$ cat src/rtl/dist_5nbits_if.sv
// Purpose : Bundles the element handshake of the 1-to-5 distributor with the
//           five lane outputs and their consumer ready strobes.
// Signals : in_valid/in_ready/select/ent - upstream element offer
//           sal1..sal5/val1..val5        - lane data and lane-occupied flags
//           rdy1..rdy5                   - per-lane consumer take strobes
// Modports: slave  - the distributor itself
//           master - the surrounding fabric (producer plus lane consumers)
interface dist_5nbits_if #(
   parameter int unsigned N = 20
) ();

   logic         in_valid;
   logic         in_ready;
   logic [2:0]   select;
   logic [N-1:0] ent;

   logic [N-1:0] sal1;
   logic [N-1:0] sal2;
   logic [N-1:0] sal3;
   logic [N-1:0] sal4;
   logic [N-1:0] sal5;

   logic         val1;
   logic         val2;
   logic         val3;
   logic         val4;
   logic         val5;

   logic         rdy1;
   logic         rdy2;
   logic         rdy3;
   logic         rdy4;
   logic         rdy5;

   modport slave (
      input  in_valid, select, ent,
      input  rdy1, rdy2, rdy3, rdy4, rdy5,
      output in_ready,
      output sal1, sal2, sal3, sal4, sal5,
      output val1, val2, val3, val4, val5
   );

   modport master (
      output in_valid, select, ent,
      output rdy1, rdy2, rdy3, rdy4, rdy5,
      input  in_ready,
      input  sal1, sal2, sal3, sal4, sal5,
      input  val1, val2, val3, val4, val5
   );

endinterface

$ cat src/rtl/dist_5nbits.sv
// Purpose : 1-to-5 registered element distributor. Each accepted element is
//           written into one single-entry lane register (or all five on a
//           broadcast); each lane drains independently under its own ready.
//           Elements offered with an invalid select are accepted and dropped,
//           counted by a saturating counter and flagged by a sticky error.
// Ports   : clk, rst_n      - clock, asynchronous active-low reset
//           bus (slave)     - element handshake, lane data/valid, lane ready
//           drop_cnt        - saturating count of dropped elements
//           err             - sticky, set on the first drop
module dist_5nbits #(
   parameter int unsigned N   = 20,
   parameter int unsigned DCW = 8
) (
   input  logic            clk,
   input  logic            rst_n,
   dist_5nbits_if.slave    bus,
   output logic [DCW-1:0]  drop_cnt,
   output logic            err
);

   localparam int unsigned LANES = 5;
   localparam logic [DCW-1:0] DROP_MAX = '1;

   logic [LANES-1:0] rdy_vec;
   logic [LANES-1:0] lane_sel;
   logic [LANES-1:0] can_take;
   logic [LANES-1:0] load;
   logic             sel_invalid;
   logic             in_ready_c;
   logic             accept;

   logic [LANES-1:0] val_q;
   logic [LANES-1:0] val_d;
   logic [N-1:0]     sal_q [LANES];
   logic [N-1:0]     sal_d [LANES];
   logic [DCW-1:0]   drop_q;
   logic [DCW-1:0]   drop_d;
   logic             err_q;
   logic             err_d;

   assign rdy_vec = {bus.rdy5, bus.rdy4, bus.rdy3, bus.rdy2, bus.rdy1};

   // Select decode: one-hot lane mask, all-ones for broadcast, empty when invalid.
   always_comb begin
      lane_sel    = '0;
      sel_invalid = 1'b0;
      unique case (bus.select)
         3'b001:  lane_sel = 5'b00001;
         3'b010:  lane_sel = 5'b00010;
         3'b011:  lane_sel = 5'b00100;
         3'b100:  lane_sel = 5'b01000;
         3'b101:  lane_sel = 5'b10000;
         3'b111:  lane_sel = 5'b11111;
         default: sel_invalid = 1'b1;
      endcase
   end

   // A slot can take a new element when empty or being drained this cycle.
   assign can_take = ~val_q | rdy_vec;

   // Every targeted lane must be able to take; an invalid select targets none
   // and is therefore always ready. Independent of in_valid and ent.
   assign in_ready_c = sel_invalid | (&(can_take | ~lane_sel));
   assign accept     = bus.in_valid & in_ready_c;

   // Lane next state: a load wins over a drain, so drain+refill keeps val set.
   always_comb begin
      load  = '0;
      val_d = val_q;
      for (int k = 0; k < int'(LANES); k++) begin
         sal_d[k] = sal_q[k];
         load[k]  = accept & lane_sel[k];
         if (load[k]) begin
            val_d[k] = 1'b1;
            sal_d[k] = bus.ent;
         end else if (val_q[k] && rdy_vec[k]) begin
            val_d[k] = 1'b0;
         end
      end
   end

   // Drop accounting for accepted elements with an invalid select.
   always_comb begin
      drop_d = drop_q;
      err_d  = err_q;
      if (accept && sel_invalid) begin
         err_d = 1'b1;
         if (drop_q != DROP_MAX) begin
            drop_d = drop_q + DCW'(1);
         end
      end
   end

   // State registers.
   always_ff @(posedge clk or negedge rst_n) begin
      if (!rst_n) begin
         val_q  <= '0;
         drop_q <= '0;
         err_q  <= 1'b0;
         for (int k = 0; k < int'(LANES); k++) begin
            sal_q[k] <= '0;
         end
      end else begin
         val_q  <= val_d;
         drop_q <= drop_d;
         err_q  <= err_d;
         for (int k = 0; k < int'(LANES); k++) begin
            sal_q[k] <= sal_d[k];
         end
      end
   end

   assign bus.in_ready = in_ready_c;

   assign bus.sal1 = sal_q[0];
   assign bus.sal2 = sal_q[1];
   assign bus.sal3 = sal_q[2];
   assign bus.sal4 = sal_q[3];
   assign bus.sal5 = sal_q[4];

   assign bus.val1 = val_q[0];
   assign bus.val2 = val_q[1];
   assign bus.val3 = val_q[2];
   assign bus.val4 = val_q[3];
   assign bus.val5 = val_q[4];

   assign drop_cnt = drop_q;
   assign err      = err_q;

endmodule

$ cat src/flat_wrapper.sv
// flat-port wrapper written by rule: the top's interface ports become plain ports
module dist_5nbits_flat 
#(
   parameter int unsigned N   = 20,
   parameter int unsigned DCW = 8
)
  (clk, rst_n, drop_cnt, err, bus_in_valid, bus_select, bus_ent, bus_rdy1, bus_rdy2, bus_rdy3, bus_rdy4, bus_rdy5, bus_in_ready, bus_sal1, bus_sal2, bus_sal3, bus_sal4, bus_sal5, bus_val1, bus_val2, bus_val3, bus_val4, bus_val5);
  dist_5nbits_if #(.N(N)) bus_i ();
  input  logic clk;
  input  logic rst_n;
  output logic [DCW-1:0] drop_cnt;
  output logic err;
  input wire logic [$bits(bus_i.in_valid)-1:0] bus_in_valid;
  input wire logic [$bits(bus_i.select)-1:0] bus_select;
  input wire logic [$bits(bus_i.ent)-1:0] bus_ent;
  input wire logic [$bits(bus_i.rdy1)-1:0] bus_rdy1;
  input wire logic [$bits(bus_i.rdy2)-1:0] bus_rdy2;
  input wire logic [$bits(bus_i.rdy3)-1:0] bus_rdy3;
  input wire logic [$bits(bus_i.rdy4)-1:0] bus_rdy4;
  input wire logic [$bits(bus_i.rdy5)-1:0] bus_rdy5;
  output wire logic [$bits(bus_i.in_ready)-1:0] bus_in_ready;
  output wire logic [$bits(bus_i.sal1)-1:0] bus_sal1;
  output wire logic [$bits(bus_i.sal2)-1:0] bus_sal2;
  output wire logic [$bits(bus_i.sal3)-1:0] bus_sal3;
  output wire logic [$bits(bus_i.sal4)-1:0] bus_sal4;
  output wire logic [$bits(bus_i.sal5)-1:0] bus_sal5;
  output wire logic [$bits(bus_i.val1)-1:0] bus_val1;
  output wire logic [$bits(bus_i.val2)-1:0] bus_val2;
  output wire logic [$bits(bus_i.val3)-1:0] bus_val3;
  output wire logic [$bits(bus_i.val4)-1:0] bus_val4;
  output wire logic [$bits(bus_i.val5)-1:0] bus_val5;
  assign bus_i.in_valid = bus_in_valid;
  assign bus_i.select = bus_select;
  assign bus_i.ent = bus_ent;
  assign bus_i.rdy1 = bus_rdy1;
  assign bus_i.rdy2 = bus_rdy2;
  assign bus_i.rdy3 = bus_rdy3;
  assign bus_i.rdy4 = bus_rdy4;
  assign bus_i.rdy5 = bus_rdy5;
  assign bus_in_ready = bus_i.in_ready;
  assign bus_sal1 = bus_i.sal1;
  assign bus_sal2 = bus_i.sal2;
  assign bus_sal3 = bus_i.sal3;
  assign bus_sal4 = bus_i.sal4;
  assign bus_sal5 = bus_i.sal5;
  assign bus_val1 = bus_i.val1;
  assign bus_val2 = bus_i.val2;
  assign bus_val3 = bus_i.val3;
  assign bus_val4 = bus_i.val4;
  assign bus_val5 = bus_i.val5;
  dist_5nbits #(.N(N), .DCW(DCW)) u_core (.clk(clk), .rst_n(rst_n), .bus(bus_i), .drop_cnt(drop_cnt), .err(err));
endmodule
$ cat config.mk
export PLATFORM = sky130hd
export DESIGN_NAME = dist_5nbits_flat
export DESIGN_NICKNAME = d
export VERILOG_FILES = /design/src/rtl/dist_5nbits_if.sv /design/src/rtl/dist_5nbits.sv /design/src/flat_wrapper.sv
export SDC_FILE = /design/constraint.sdc
export NUM_CORES = 1
export LEC_CHECK = 0
export ABC_AREA = 1
export CORE_AREA = 5 5 147 149
export CTS_CLUSTER_SIZE = 24
export DETAILED_ROUTE_END_ITERATION = 8
export DIE_AREA = 0 0 152 154
export PLACE_DENSITY_LB_ADDON = 0.3
export SLEW_MARGIN = 20
export SYNTH_ARGS = -nofsm -noshare
export SYNTH_HDL_FRONTEND = slang
export SYNTH_SLANG_ARGS = --single-unit
$ cat constraint.sdc
create_clock -name clk -period 1.7 [get_ports clk]
set_input_delay 0.255 -clock clk [delete_from_list [all_inputs] [get_ports clk]]
set_output_delay 0.255 -clock clk [all_outputs]
set_load 0.05 [all_outputs]
==> impl_metrics.toml, run 1 <==
[run_status]
status = "complete, but fails checks"
failed_checks = "negative setup slack"

[final_layout]
fin_cells = 1001
nets = 752
diodes = 0
mostFrequentLayoutCells = "nand2_1 (233), buf_4 (151), dfrtp_1 (113), nand4_1 (102), clkdlybuf4s50_1 (25)"
fin_util_pct = 36.7
layout-drive-gt1-share_pct = 27.6
final_area_um2 = 7360
fill_cells = 2106
synthToLayoutAreaGrowth_pct = 50.0
layout_commonest_cell = "nand2_1"

[logic_synthesis]
synth.largest_area_cell = "dfrtp_1"
synth_seq_cells = 114
synth_top_area_share_pct = 58.1
syn_area_um2 = 4910
syn_inst = 551
synth_fp_nets = 583
yosysSeqAreaShare_pct = 58.1
ys_types = 18
yosys_warnings = 0
synth.avg_cell_area_um2 = 8.90
synth_area_leaders = "dfrtp_1 (58%), nand2_1 (18%), nand4_1 (13%)"

[grt]
grt_usage_pct = 14.7
grt_pass1_wl_um = 27000
grt_pass1_vias = 4489
grt_max_degree = 62
overflow = 0
antenna_found_initial = 0

[worst_setup_path]
r2r_start = "u_core.val_q[2]"
r2r_cells = 10
worstPathArrival_ns = 1.47
end_kind = "output port"
critical_path_required_ns = 1.44
regToRegSetupSlack_ns = 0.13
startpoint_type = "input port"
r2r_end = "u_core.bus.sal2[18]"
path_class = "in2out"
crit_fanout = 2

[drt]
drt_iter0_drc = 319
vias = 4483
ant_nets = 0
drc = 0
wl_um = 17600
dr.pass1.iters = 5
wl_per_cell_um = 17.6
routed_via_density = 4.48

[clocking]
clk_latency_ns = 0.42
cts-root-buf = "clkbuf_16"
cts_max_level = 4
cts_max_path_buffers = 2
cts_tree = "built"
clkTransAtPathRegs_ns = 0.05
cts.sinks = 114
cts_buffers = 17

[timing]
period_share_pct = 101
relSlewSlack_pct = 67.0
whs_ns = 0.298
drv_slew = 0
clock.fmax_mhz = 580
worst_slew_pin_slew_ns = 0.495
fin_skew_ns = 0.0124
fin_ws_ns = -0.0251
period_needed_ns = 1.73
setup_violations = 1
finalHoldViolCount = 0
tns_ns = -0.0251
rsz0062_at_grt = "yes"

[placed_design]
placed_cells = 964
port_buffers = 145
dp_hpwl_um = 12100
placed_area_um2 = 6600
post-place-ws_ns = -0.375
gp_congestion = 0.779

[die]
die-area_um2 = 23400
die_h_um = 154
initial_utilization_pct = 24.5
num_rows = 52
die_x_um = 152
core_area_um2 = 20000
io-pin-count = 146

[power_and_ir_drop]
internal-power_mw = 7.40
p_comb_share_pct = 37.6
p_switching_mw = 5.05
switching_share_pct = 40.6
power_frac_clock_pct = 32.2
powerDensity_nw_per_um2 = 1690
p_seq_share_pct = 30.2
power_mw = 12.5
irDropWorstVdd_mv = 0.657
power_leakage_nw = 3.83

[worst_hold_path]
hp-start = "bus_in_valid"
hold_end = "u_core.err"
hold_path_depth = 4
hold_class = "in2reg"

[run]
max_cap_violations = 0
-- final cells by class --
cell class | instances | area, um^2 | share of cell area (%)
flip-flops and latches | 114 | 2850 | 38.8
clock inverters | 9 | 179 | 2.43
inverters | 18 | 67.6 | 0.918
well taps | 270 | 338 | 4.59
clock buffers | 21 | 470 | 6.39
repair buffers | 194 | 1700 | 23.1
multi-input cells | 375 | 1750 | 23.8
-- critical path: stages --
cell and delay, ns:
clkdlybuf4s50_1 0.48, inv_1 0.05, nand2_2 0.08, nor2_1 0.05
nor2_1 0.09, nand2_1 0.09, nor2_4 0.11, buf_6 0.13
buf_12 0.13
-- power groups by stage --
stage | Combinational (mW) | Sequential [mW] | Clock [mW]
after global placement | 4.66 | 3.81 | 0
after CTS | 4.71 | 3.78 | 4.09
after floorplan | 0.835 | 5.94 | 0
after global routing | 4.97 | 3.84 | 4.21
final | 4.68 | 3.77 | 4.00
after detailed placement | 4.69 | 3.81 | 0
-- metal layers --
metal / track usage (%) / up-vias / wire (um)
met4: 4.02 / 0 / 135
li1: - / 2189 / -
met3: 4.19 / 8 / 969
met1: 20.1 / 2140 / 8320
met5: 0 / - / 0
met2: 23.0 / 146 / 8190
-- flip-flops by register name, indices dropped and copies added (netlist names) --
register and cells:
u_core.err 1, u_core.bus.sal2 20, u_core.drop_cnt 8, u_core.bus.sal1 20, u_core.val_q 5, u_core.bus.sal3 20, u_core.bus.sal5 20, u_core.bus.sal4 20
-- logic make-up after synthesis --
kind of cell	after synthesis	synth area share, %
AOI/OAI and AO/OA	7	0.714
and+or+nand+nor	362	33.4
xor gates and xnor gates	5	0.893
DFF	114	58.1
buffers and inverters	62	6.61
adders and majority gates	1	0.255
-- how the worst max path moves through the flow --
stage                                     end               start  depth (start not counted)  slack [ns]
after floorplan            u_core.drop_cnt[2]  u_core.drop_cnt[1]                          7      0.0005
after global placement    u_core.bus.sal2[10]       bus_select[0]                         11       -0.32
after detailed placement  u_core.bus.sal2[11]       bus_select[0]                         10       -0.38
after CTS                        bus_in_ready     u_core.val_q[2]                          7       -0.09
after global routing             bus_in_ready     u_core.val_q[2]                          7       -0.13
final                            bus_in_ready            bus_rdy3                          9       -0.03
-- cell usage after synthesis --
library cell	number
nor3_1	1
o21ai_0	6
nor2_4	1
dfrtp_1	114
clkbuf_1	19
nor2_1	11
buf_1	2
nand3_1	12
buf_6	10
ha_1	1
xnor2_1	2
xor2_1	3
inv_2	1
nand4_1	102
a21oi_1	1
nand2_1	235
inv_1	17
buf_2	13
-- what timing repair did --
action	CTS	global route
pin swaps	5	3
buffers inserted	5	1
resized for setup	5	8
hold endpoints to repair	114	0
endpoints found under the setup margin	1	105
cloned	0	1
hold buffers	1	0
(Power assumes the default switching activity.)
==> run 2: changes to the inputs <==
--- a/config.mk
+++ b/config.mk
@@ -6,10 +6,10 @@
 export NUM_CORES = 1
 export LEC_CHECK = 0
 export ABC_AREA = 1
-export CORE_AREA = 5 5 147 149
+export CORE_AREA = 5 5 112 194
 export CTS_CLUSTER_SIZE = 24
 export DETAILED_ROUTE_END_ITERATION = 8
-export DIE_AREA = 0 0 152 154
+export DIE_AREA = 0 0 117 199
 export PLACE_DENSITY_LB_ADDON = 0.3
 export SLEW_MARGIN = 20
 export SYNTH_ARGS = -nofsm -noshare
==> run 2 against run 1 <==
Effect of this change: the run still ends with negative setup slack left; count of clock-buffer cells in the layout is the same; clock skew shrank 0.0018 ns; sequential power grew 2%; largest cell class unchanged; largest power group unchanged.
==> impl_metrics.toml, run 2 (synthesis results as in run 1) <==
[run_status]
status = "complete, but fails checks"
failed_checks = "negative setup slack"

[power_and_ir_drop]
powerDensity_nw_per_um2 = 1680
switching_share_pct = 41.5
p_switching_mw = 5.07
internal-power_mw = 7.15
power_frac_clock_pct = 30.7
p_seq_share_pct = 31.3
p_comb_share_pct = 38.0
irDropWorstVdd_mv = 0.938
power_leakage_nw = 3.80

[worst_setup_path]
worstPathCellList = "nand2_2 > nor2_1 > nor2_1 > nand2_1 > nor2_4 > buf_12 > buf_12"
max_stage_delay_ns = 0.39
end_kind = "output port"
crit_fanout = 2
worstPathArrival_ns = 1.47
crit_buf_inv = 2
path_class = "reg2out"
crit_slowest_cell = "dfrtp_1"
path_delay_family = "simple AND/OR/NAND/NOR gates"
startpoint_type = "flop"
critical_path_required_ns = 1.44

[clocking]
cts.sinks = 114
cts_max_level = 4
cts-root-buf = "clkbuf_16"
cts_tree = "built"
cts_buffers = 17
clk_latency_ns = 0.42
clkTransAtPathRegs_ns = 0.06
cts_max_path_buffers = 2

[final_layout]
layout_commonest_cell = "nand2_1"
multi_input_area_um2 = 1740
fill_cells = 2112
mostFrequentLayoutCells = "nand2_1 (232), buf_4 (140), dfrtp_1 (113), nand4_1 (102), clkdlybuf4s50_1 (25)"
final-seq-area_um2 = 2850
fin_cells = 974
layout-drive-gt1-share_pct = 26.7
fin_util_pct = 36.2
diodes = 0
synthToLayoutAreaGrowth_pct = 48.0
final_area_um2 = 7260
nets = 745

[drt]
ant_nets = 0
dr.pass1.iters = 5
drc = 0
wl_um = 18200
vias = 4529
drt_iter0_drc = 286
wl_per_cell_um = 18.7
routed_via_density = 4.65

[die]
core_area_um2 = 20000
initial_utilization_pct = 24.5
num_rows = 69
io-pin-count = 146
die-area_um2 = 23300
die_h_um = 199
die_x_um = 117

[grt]
grt_pass1_vias = 4530
antenna_found_initial = 0
grt_max_degree = 45
grt_pass1_wl_um = 27400
grt_usage_pct = 16.1
overflow = 0

[timing]
rsz0062_at_grt = "yes"
fin_skew_ns = 0.0106
whs_ns = 0.230
period_needed_ns = 1.73
setup_violations = 1
finalHoldViolCount = 0
clock.fmax_mhz = 579
fin_ws_ns = -0.0283
period_share_pct = 102
drv_slew = 0
relSlewSlack_pct = 68.5
worst_slew_pin_slew_ns = 0.473

[placed_design]
placed_cells = 936
gp_congestion = 0.791
dp_hpwl_um = 13200
port_buffers = 145
placed_area_um2 = 6580

[run]
max_cap_violations = 0

[worst_hold_path]
hold_class = "in2reg"
## run 2: final cells by class
cell class | count | share of cell area, %
Sequential cell | 114 | 39.3
Multi-Input combinational cell | 375 | 24.0
Timing Repair Buffer | 187 | 23.1
Clock buffer | 21 | 6.20
Tap cell | 248 | 4.27
Clock inverter | 11 | 2.21
Inverter | 18 | 0.931
## run 2: timing repair
item,CTS,global route
pin swaps,4,3
gates resized for setup,3,7
buffers inserted,5,0
hold buffers,1,0
endpoints found under the hold margin,27,0
endpoints found under the setup margin,5,63
## run 2: per-layer routing
metal / GRT usage [%] / wire length (um) / vias up
met4: 6.08 / 365 / 0
met2: 29.2 / 10200 / 124
met3: 3.53 / 829 / 19
met1: 18.1 / 6860 / 2218
met5: 0 / 0 / -
li1: - / - / 2168
## run 2: final timing paths
check | cells after the start | start | endpoint | slack [ns]
max in group asynchronous | 3 | rst_n | u_core.bus.sal3[7] | 0.77
max | 7 | u_core.val_q[2] | bus_in_ready | -0.03
max reg2reg | 10 | u_core.val_q[2] | u_core.bus.sal4[10] | 0.13
min | 3 | bus_in_valid | u_core.err | 0.23
min in group asynchronous | 2 | rst_n | u_core.bus.sal4[17] | 0.34
min reg2reg | 2 | u_core.err | u_core.err | 0.47
## run 2: through the flow
step / TNS, ns / power, mW / setup slack (ns)
floorplan: 0 / 6.78 / 0.000508
global placement: -36.66 / 8.52 / -0.405
detailed placement: -41.32 / 8.56 / -0.432
CTS: -0.0681 / 12.4 / -0.0681
global route: -0.117 / 12.8 / -0.117
finish: -0.0283 / 12.2 / -0.0283
## run 2: power groups by stage
stage / clock, mW / sequential, mW / combinational [mW]
after floorplan: 0 / 5.94 / 0.835
after global routing: 3.96 / 3.90 / 4.92
final: 3.75 / 3.83 / 4.64
after detailed placement: 0 / 3.88 / 4.68
after CTS: 3.83 / 3.84 / 4.70
after global placement: 0 / 3.88 / 4.64
## run 2: worst register-to-register path, cell delays in order, from the launching register on
cell,delay (ns)
dfrtp_1,0.39
nand2_2,0.08
nor2_1,0.04
nor2_1,0.09
nand2_1,0.09
nor2_4,0.13
buf_4,0.19
nand3_1,0.11
buf_4,0.22
nand2_1,0.07
nand2_1,0.05
==> run 3: changes to the inputs <==
==> constraint.sdc (replaced) <==
create_clock -name clk -period 2.1 [get_ports clk]
set_input_delay 0.315 -clock clk [delete_from_list [all_inputs] [get_ports clk]]
set_output_delay 0.315 -clock clk [all_outputs]
set_load 0.05 [all_outputs]
==> run 3 against run 2 <==
Effect of this change: cell count down 1.0%; largest power group unchanged; clock power down 25%; highest routed layer unchanged; combinational power down 16%; the flow now finishes without violations; design area up 1.2%; global-route usage up 0.11 points; flip-flop and latch count unchanged; first-iteration DRC count up 23%; non-clock buffer count down 10; worst setup slack better by 0.11 ns; via count down 1.9%; critical endpoint is now drop_cnt[0]; register-to-register slack better by 0.27 ns.
==> impl_metrics.toml, run 3 (synthesis results as in run 1) <==
[run_status]
status = "complete, no violations"

[clocking]
clk_latency_ns = 0.41
cts.sinks = 114
clkTransAtPathRegs_ns = 0.06
cts_max_path_buffers = 2
cts_buffers = 17
cts-root-buf = "clkbuf_16"
cts_tree = "built"
cts_max_level = 4

[timing]
drv_slew = 0
period_needed_ns = 2.02
relSlewSlack_pct = 60.7
clock.fmax_mhz = 496
setup_violations = 0
period_share_pct = 96.0
worst_slew_pin_slew_ns = 0.588
finalHoldViolCount = 0
whs_ns = 0.236
tns_ns = 0
rsz0062_at_grt = "no"
fin_skew_ns = 0.00884

[placed_design]
port_buffers = 145
gp_congestion = 0.766
dp_hpwl_um = 12900

[worst_setup_path]
path_class = "reg2out"
r2r_start = "u_core.val_q[4]"
crit_fanout = 4
worstPathArrival_ns = 1.70
startpoint_type = "flop"
path_delay_family = "buffers and inverters"
crit_buf_inv = 1
critical_path_required_ns = 1.78
max_stage_delay_ns = 0.84
crit_start = "u_core.drop_cnt[0]"
crit_slowest_cell = "clkdlybuf4s50_1"
worstPathCellList = "clkdlybuf4s50_1"
end_kind = "output port"

[drt]
wl_per_cell_um = 18.9
routed_via_density = 4.61
vias = 4441
dr.pass1.iters = 6
ant_nets = 0
wl_um = 18200
drt_iter0_drc = 353
drc = 0

[grt]
grt_usage_pct = 16.2
overflow = 0
grt_pass1_vias = 4554
antenna_found_initial = 0
grt_max_degree = 106
grt_pass1_wl_um = 27800

[die]
die_x_um = 117
initial_utilization_pct = 24.5
die_h_um = 199
io-pin-count = 146
num_rows = 69
die-area_um2 = 23300
core_area_um2 = 20000

[final_layout]
synthToLayoutAreaGrowth_pct = 49.8
nets = 735
mostFrequentLayoutCells = "nand2_1 (235), clkdlybuf4s50_1 (140), dfrtp_1 (114), nand4_1 (102), buf_4 (24)"
layout-drive-gt1-share_pct = 9.22
fill_cells = 2077
diodes = 0
layout_commonest_cell = "nand2_1"

[worst_hold_path]
hp-start = "bus_in_valid"
hold_class = "in2reg"

[power_and_ir_drop]
powerDensity_nw_per_um2 = 1340
irDropWorstVdd_mv = 0.836
power_leakage_nw = 3.57

[run]
max_cap_violations = 0
==> run 3: cell count changes in the layout (fill, tap and decap cells not counted), moves of 2 or more <==
cell             change
buf_12               -5
buf_4              -116
buf_6                -3
bufinv_16            -2
clkdlybuf4s50_1    +115
clkinv_2             +2
dlygate4sd2_1        -2
nand2_1              +3
nand2_2              -3
==> run 3: power by group <==
| group | total (mW) | switching [mW] | internal, mW | leakage, nW |
|---|---|---|---|---|
| Combinational | 3.92 | 2.70 | 1.22 | 1.86 |
| Sequential | 3.07 | 0.363 | 2.71 | 1.42 |
| Clock | 2.83 | 1.04 | 1.79 | 0.286 |
==> run 3: metal layers <==
metal / global-route usage (%) / wire (um)
met1: 19.1 / 7270
met2: 29.2 / 9910
met3: 2.77 / 790
met4: 5.61 / 266
met5: 0 / 0
==> run 3: timing repair <==
action / in CTS / in global routing
gates resized for setup: 0 / 2
hold endpoints to repair: 28 / 0
endpoints found under the setup margin: 1 / 1
hold buffers: 1 / 0
pin swaps: 1 / 0
buffers inserted: 1 / 0
==> run 3: stage by stage <==
stage | worst slack [ns] | instances | area (um^2) | util, % | total power [mW]
6_report | 0.0835 | 964 | 7350 | 36.7 | 9.81
5_1_grt | 0.0182 | 964 | 7350 | 36.7 | 10.3
3_5_place_dp | -0.0620 | 930 | 6750 | 33.7 | 7.07
2_1_floorplan | 0.374 | 551 | 4910 | - | 5.49
3_3_place_gp | -0.0411 | 930 | 6750 | 33.7 | 7.04
4_1_cts | 0.0530 | 964 | 7340 | 36.7 | 9.95
==> run 3: layout make-up <==
cell class / instances / area [um^2] / share of cell area [%]
clock inverter: 11 / 111 / 1.52
tap: 248 / 310 / 4.22
inverter: 18 / 67.6 / 0.919
multi-input combinational: 375 / 1730 / 23.5
sequential: 114 / 2850 / 38.8
timing repair buffer: 177 / 1820 / 24.7
clock buffer: 21 / 460 / 6.27
==> run 3: path summary, 6_finish.rpt <==
| path | endpoint | slack (ns) | cells after the start |
|---|---|---|---|
| max | drop_cnt[0] | 0.08 | 1 |
| min | u_core.err | 0.24 | 3 |
| max reg2reg | u_core.bus.sal1[15] | 0.40 | 9 |
| min reg2reg | u_core.bus.sal3[16] | 0.47 | 2 |
| max in group asynchronous | u_core.bus.sal4[12] | 1.06 | 3 |
| min in group asynchronous | u_core.bus.sal1[4] | 0.42 | 2 |
